==> src/rtl/arb_pkg.sv <==
`default_nettype none
// ============================================================================
// Module      : arb_pkg
// Description : Shared types and helpers for the WRR packet mux.
// Revision    : 1.0 - initial release
// ============================================================================
package arb_pkg;

    localparam int c_MAX_CLIENTS = 32;

    typedef enum logic {
        ARB  = 1'b0,
        LOCK = 1'b1
    } arb_lock_state_t;

    // Lowest set index of a (nominally one-hot) request/grant vector.
    function automatic int onehot_to_idx(input logic [c_MAX_CLIENTS-1:0] vec);
        int idx;
        idx = 0;
        for (int i = c_MAX_CLIENTS - 1; i >= 0; i--) begin
            if (vec[i]) idx = i;
        end
        return idx;
    endfunction

endpackage
`default_nettype wire

==> src/rtl/arb_out_reg.sv <==
`default_nettype none
// ============================================================================
// Module      : arb_out_reg
// Description : Single-entry registered valid/ready output stage.
// Revision    : 1.0 - initial release
// ============================================================================
module arb_out_reg #(
    parameter int DATA_WIDTH = 32,
    parameter int ID_WIDTH   = 2
) (
    input  logic                  i_clk,
    input  logic                  i_rst_n,
    input  logic                  i_load,
    input  logic [DATA_WIDTH-1:0] i_data,
    input  logic [ID_WIDTH-1:0]   i_id,
    input  logic                  i_last,
    input  logic                  i_out_ready,
    output logic                  o_acc,
    output logic                  o_out_valid,
    output logic [DATA_WIDTH-1:0] o_out_data,
    output logic [ID_WIDTH-1:0]   o_out_id,
    output logic                  o_out_last
);

    logic                  r_valid;
    logic [DATA_WIDTH-1:0] r_data;
    logic [ID_WIDTH-1:0]   r_id;
    logic                  r_last;

    // Slot is free when empty or being drained this cycle.
    assign o_acc = !r_valid || i_out_ready;

    always_ff @(posedge i_clk or negedge i_rst_n) begin
        if (!i_rst_n) begin
            r_valid <= 1'b0;
            r_data  <= '0;
            r_id    <= '0;
            r_last  <= 1'b0;
        end else if (i_load && o_acc) begin
            r_valid <= 1'b1;
            r_data  <= i_data;
            r_id    <= i_id;
            r_last  <= i_last;
        end else if (i_out_ready) begin
            r_valid <= 1'b0;
        end
    end

    assign o_out_valid = r_valid;
    assign o_out_data  = r_data;
    assign o_out_id    = r_id;
    assign o_out_last  = r_last;

endmodule
`default_nettype wire

==> src/rtl/arb_wrr_packet_mux.sv <==
`default_nettype none
// ============================================================================
// Module      : arb_wrr_packet_mux
// Description : Packet-atomic mux driven by an external WRR arbiter grant.
// Revision    : 1.0 - initial release
// ============================================================================
module arb_wrr_packet_mux
    import arb_pkg::*;
#(
    parameter int CLIENTS    = 4,
    parameter int DATA_WIDTH = 32,
    parameter int ID_WIDTH   = (CLIENTS > 1) ? $clog2(CLIENTS) : 1
) (
    input  logic                          i_clk,
    input  logic                          i_rst_n,
    input  logic [CLIENTS-1:0]            i_valid,
    input  logic [CLIENTS*DATA_WIDTH-1:0] i_data,
    input  logic [CLIENTS-1:0]            i_last,
    output logic [CLIENTS-1:0]            o_ready,
    output logic [CLIENTS-1:0]            o_arb_req,
    output logic                          o_arb_block,
    input  logic [CLIENTS-1:0]            i_arb_grant,
    output logic                          o_out_valid,
    output logic [DATA_WIDTH-1:0]         o_out_data,
    output logic [ID_WIDTH-1:0]           o_out_id,
    output logic                          o_out_last,
    input  logic                          i_out_ready,
    output logic                          o_locked
);

    arb_lock_state_t           r_state;
    arb_lock_state_t           w_state_nxt;
    logic [ID_WIDTH-1:0]       r_owner;
    logic [CLIENTS-1:0]        w_grant_eff;
    logic [c_MAX_CLIENTS-1:0]  w_grant_ext;
    logic [ID_WIDTH-1:0]       w_sel;
    logic [ID_WIDTH-1:0]       w_src;
    int                        w_src_base;
    logic                      w_acc;
    logic                      w_load;
    logic [CLIENTS-1:0]        w_ready;

    assign w_grant_eff = i_arb_grant & i_valid;

    always_comb begin
        w_grant_ext              = '0;
        w_grant_ext[CLIENTS-1:0] = w_grant_eff;
    end

    assign w_sel      = ID_WIDTH'(onehot_to_idx(w_grant_ext));
    // While locked the owner, not the arbiter, selects the source.
    assign w_src      = (r_state == LOCK) ? r_owner : w_sel;
    assign w_src_base = int'(w_src) * DATA_WIDTH;

    always_comb begin
        w_state_nxt = r_state;
        w_ready     = '0;
        w_load      = 1'b0;
        o_arb_block = 1'b1;
        case (r_state)
            ARB: begin
                o_arb_block = !w_acc;
                if (w_acc && (|w_grant_eff)) begin
                    w_ready[w_src] = 1'b1;
                    w_load         = 1'b1;
                    if (!i_last[w_src]) w_state_nxt = LOCK;
                end
            end
            LOCK: begin
                if (w_acc && i_valid[w_src]) begin
                    w_ready[w_src] = 1'b1;
                    w_load         = 1'b1;
                    if (i_last[w_src]) w_state_nxt = ARB;
                end
            end
            default: w_state_nxt = ARB;
        endcase
    end

    always_ff @(posedge i_clk or negedge i_rst_n) begin
        if (!i_rst_n) begin
            r_state <= ARB;
            r_owner <= '0;
        end else begin
            r_state <= w_state_nxt;
            if (r_state == ARB && w_state_nxt == LOCK) r_owner <= w_sel;
        end
    end

    always_ff @(posedge i_clk) begin
        if (i_rst_n && r_state == ARB) assert ($onehot0(w_grant_eff));
    end

    arb_out_reg #(
        .DATA_WIDTH (DATA_WIDTH),
        .ID_WIDTH   (ID_WIDTH)
    ) u_out_reg (
        .i_clk       (i_clk),
        .i_rst_n     (i_rst_n),
        .i_load      (w_load),
        .i_data      (i_data[w_src_base +: DATA_WIDTH]),
        .i_id        (w_src),
        .i_last      (i_last[w_src]),
        .i_out_ready (i_out_ready),
        .o_acc       (w_acc),
        .o_out_valid (o_out_valid),
        .o_out_data  (o_out_data),
        .o_out_id    (o_out_id),
        .o_out_last  (o_out_last)
    );

    assign o_ready   = w_ready;
    assign o_arb_req = i_valid;
    assign o_locked  = (r_state == LOCK);

endmodule
`default_nettype wire
==> config.mk <==
export PLATFORM = sky130hd
export DESIGN_NAME = arb_wrr_packet_mux
export DESIGN_NICKNAME = d
export VERILOG_FILES = /design/src/rtl/arb_pkg.sv /design/src/rtl/arb_out_reg.sv /design/src/rtl/arb_wrr_packet_mux.sv
export SDC_FILE = /design/constraint.sdc
export NUM_CORES = 1
export LEC_CHECK = 0
export BUFFER_PORTS_ARGS = -buffer_cell sky130_fd_sc_hd__buf_2
export CAP_MARGIN = 25
export CORE_MARGIN = 2
export CORE_UTILIZATION = 41
export DETAILED_ROUTE_END_ITERATION = 10
export PLACE_DENSITY = 0.81
export SETUP_SLACK_MARGIN = 0.02
export SKIP_CTS_REPAIR_TIMING = 1
export SYNTH_ARGS = -nofsm -noshare
export SYNTH_HDL_FRONTEND = slang
export SYNTH_HIERARCHICAL = 1
export SYNTH_SLANG_ARGS = --single-unit
==> constraint.sdc <==
create_clock -name i_clk -period 2.85 [get_ports i_clk]
set_input_delay 0.4275 -clock i_clk [delete_from_list [all_inputs] [get_ports i_clk]]
set_output_delay 0.4275 -clock i_clk [all_outputs]
set_load 0.01 [all_outputs]
==> impl_metrics.tcl <==
set metrics [dict create \
    boundaryPins 189 \
    grt_pass1_wl_um 11500 \
    ys_ff_latch 39 \
    grt_max_degree 40 \
    drc 0 \
    ys_warn_count 6 \
    worst_pin_slew_ps 876 \
    grt_usage_pct 20.7 \
    cts-root-buf "clkbuf_8" \
    r2r_start "o_locked" \
    num_antenna_cells 0 \
    cts_max_path_buffers 2 \
    ys_types 28 \
    max_freq_mhz 403 \
    status "finished clean" \
    finalInstanceArea_um2 3740 \
    nets 487 \
    cp_max_fo 8 \
    numCtsBuffers 5 \
    vias 2210 \
    period_minus_slack_ps 2480 \
    hold_slack_ps 240 \
    num_rows 29 \
    die_h_um 83.8 \
    wire_per_inst_um 16.6 \
    synth-seq-area-share_pct 37.4 \
    start_util_pct 41.8 \
    drtPass1Iterations 4 \
    arrival_ps 2050 \
    power.density_nw_per_um2 1050 \
    required_ps 2420 \
    coreArea_um2 6240 \
    insertion_delay_ps 290 \
    grt_pass1_vias 2464 \
    startpoint "o_locked" \
    die_w_um 83.8 \
    netlist_area_um2 2610 \
    crit_type "register to output port" \
    area_delta_synth_final_pct 43.4 \
    grt_overflow_total 0 \
    place.port_buffers 188 \
    antenna_found_initial 0 \
    power.leakage_uw 0.00194 \
    viasPerCell 5.24 \
    drt_iter0_drc 47 \
    clock_skew_ps 7.97 \
    rsz0062_at_grt "no" \
    syn_nets 300 \
    clk_pin_slew_ps 80 \
    hp-class "input pin to async pin" \
    ir_drop_mv 0.717 \
    dp_hpwl_um 5670 \
    setup_tns_ps 0 \
    cap_violations 0 \
    htree_levels 2 \
    cts_tree "built" \
    cp-end-kind "output port" \
    place_congestion 0.823 \
    synth_area_per_cell_um2 16.6 \
    cp-start-kind "register" \
    netlist_instances 157 \
    wl_um 7010 \
    relSlewSlack_pct 41.6 \
    setup_violations 0 \
    final_util_pct 60.0 \
    finalHoldViolCount 0 \
    numClockSinks 39 \
    ant_nets 0 \
    dieArea_um2 7020 \
    fin_crit_sh_pct 87.0 \
    timing.final.max_slew_violations 0 \
    drive_gt1_share_pct 79.7 \
    placed_area_um2 3610 \
]
cells by family (layout without fill, tap and decap cells):
family                 Yosys count  count (layout)  synth area share [%]
AO/OA/AOI/OAI                   12              12                  4.08
buffers and inverters           19             207                  5.18
flip-flops                      39              39                  37.4
multiplexers                    74              74                  50.2
AND/OR/NAND/NOR                 13              13                  3.12
area by class of cell:
type,instances,area (um^2)
inverter,4,15.0
timing repair buffer,195,1020
clock inverter,2,60.1
multi-input combinational,99,1500
fill,566,2500
clock buffer,6,72.6
sequential,39,976
tap,77,96.3
report_power, final:
part | internal, uW | leakage (uW) | switching, uW
clock | 350 | 0.0000654 | 198
sequential | 847 | 0.000461 | 174
combinational | 1380 | 0.00141 | 976
sequential cells by signal, summed over array words and instances, names as in the netlist:
signal / count
o_locked: 1
u_out_reg/o_out_valid: 1
r_owner: 2
u_out_reg/o_out_data: 32
u_out_reg/o_out_last: 1
u_out_reg/o_out_id: 2
cell usage in the layout, fill, tap and decap left out, drive strengths merged, types with 2 or more instances in the layout:
master  instances
a22oi           3
inv             4
nand2           3
mux4           32
buf           195
nand2b          3
bufinv          2
mux2           36
clkbuf          6
mux2i           6
nor3            5
dfrtp          39
Yosys cell counts:
master | n | area share [%]
buf_6 | 4 | 1.7
a21boi_0 | 1 | 0.29
mux2_2 | 5 | 2.2
buf_4 | 8 | 2.3
mux2_4 | 30 | 17
o31ai_4 | 1 | 0.81
dfrtp_1 | 39 | 37
a22oi_1 | 3 | 0.86
mux4_2 | 32 | 28
a21oi_1 | 1 | 0.19
a22o_1 | 1 | 0.34
mux2i_4 | 1 | 0.86
mux2i_1 | 5 | 1.9
nand2b_4 | 1 | 0.53
nand3_1 | 1 | 0.19
nand2b_1 | 2 | 0.48
nor2_2 | 1 | 0.24
o32a_1 | 1 | 0.38
a32o_1 | 1 | 0.38
buf_2 | 3 | 0.58
a31oi_1 | 1 | 0.24
nand2_4 | 1 | 0.43
inv_1 | 4 | 0.58
mux2_1 | 1 | 0.43
nor3_1 | 5 | 0.96
nand2_1 | 2 | 0.29
o21a_1 | 1 | 0.29
a21o_1 | 1 | 0.29
worst paths after layout:
check	cells after the start	slack, ps	to
setup / recovery	7	370	o_ready[0]
hold / removal	1	240	u_out_reg/o_out_data[7]
setup reg to reg	8	580	u_out_reg/o_out_id[1]
hold reg to reg	1	510	u_out_reg/o_out_data[28]
max in group asynchronous	1	2040	u_out_reg/o_out_data[25]
min in group i_clk	3	480	u_out_reg/o_out_valid
layer usage:
layer | vias to the layer above | share of wire, % | track usage, %
li1 | 997 | - | -
met1 | 1106 | 36 | 23.3
met2 | 95 | 55 | 38.3
met3 | 12 | 7.1 | 4.75
met4 | 0 | 1.6 | 7.18
met5 | - | 0 | 0
worst max-delay path, stage by stage, from the launching register on:
cell and delay, ps:
dfrtp_1 480, o31ai_4 350, mux2i_1 220, mux2i_1 110, a31oi_1 230, buf_4 170, nor3_1 40, buf_2 150
metrics by stage:
stage / setup slack, ps / std cells / power, uW
4_1_cts: 352 / 422 / 3960
6_report: 372 / 422 / 3920
5_1_grt: 126 / 422 / 4160
3_3_place_gp: 401 / 414 / 3320
2_1_floorplan: 305 / 157 / 2740
3_5_place_dp: 331 / 414 / 3400
Power figures use the tool's default switching activity.
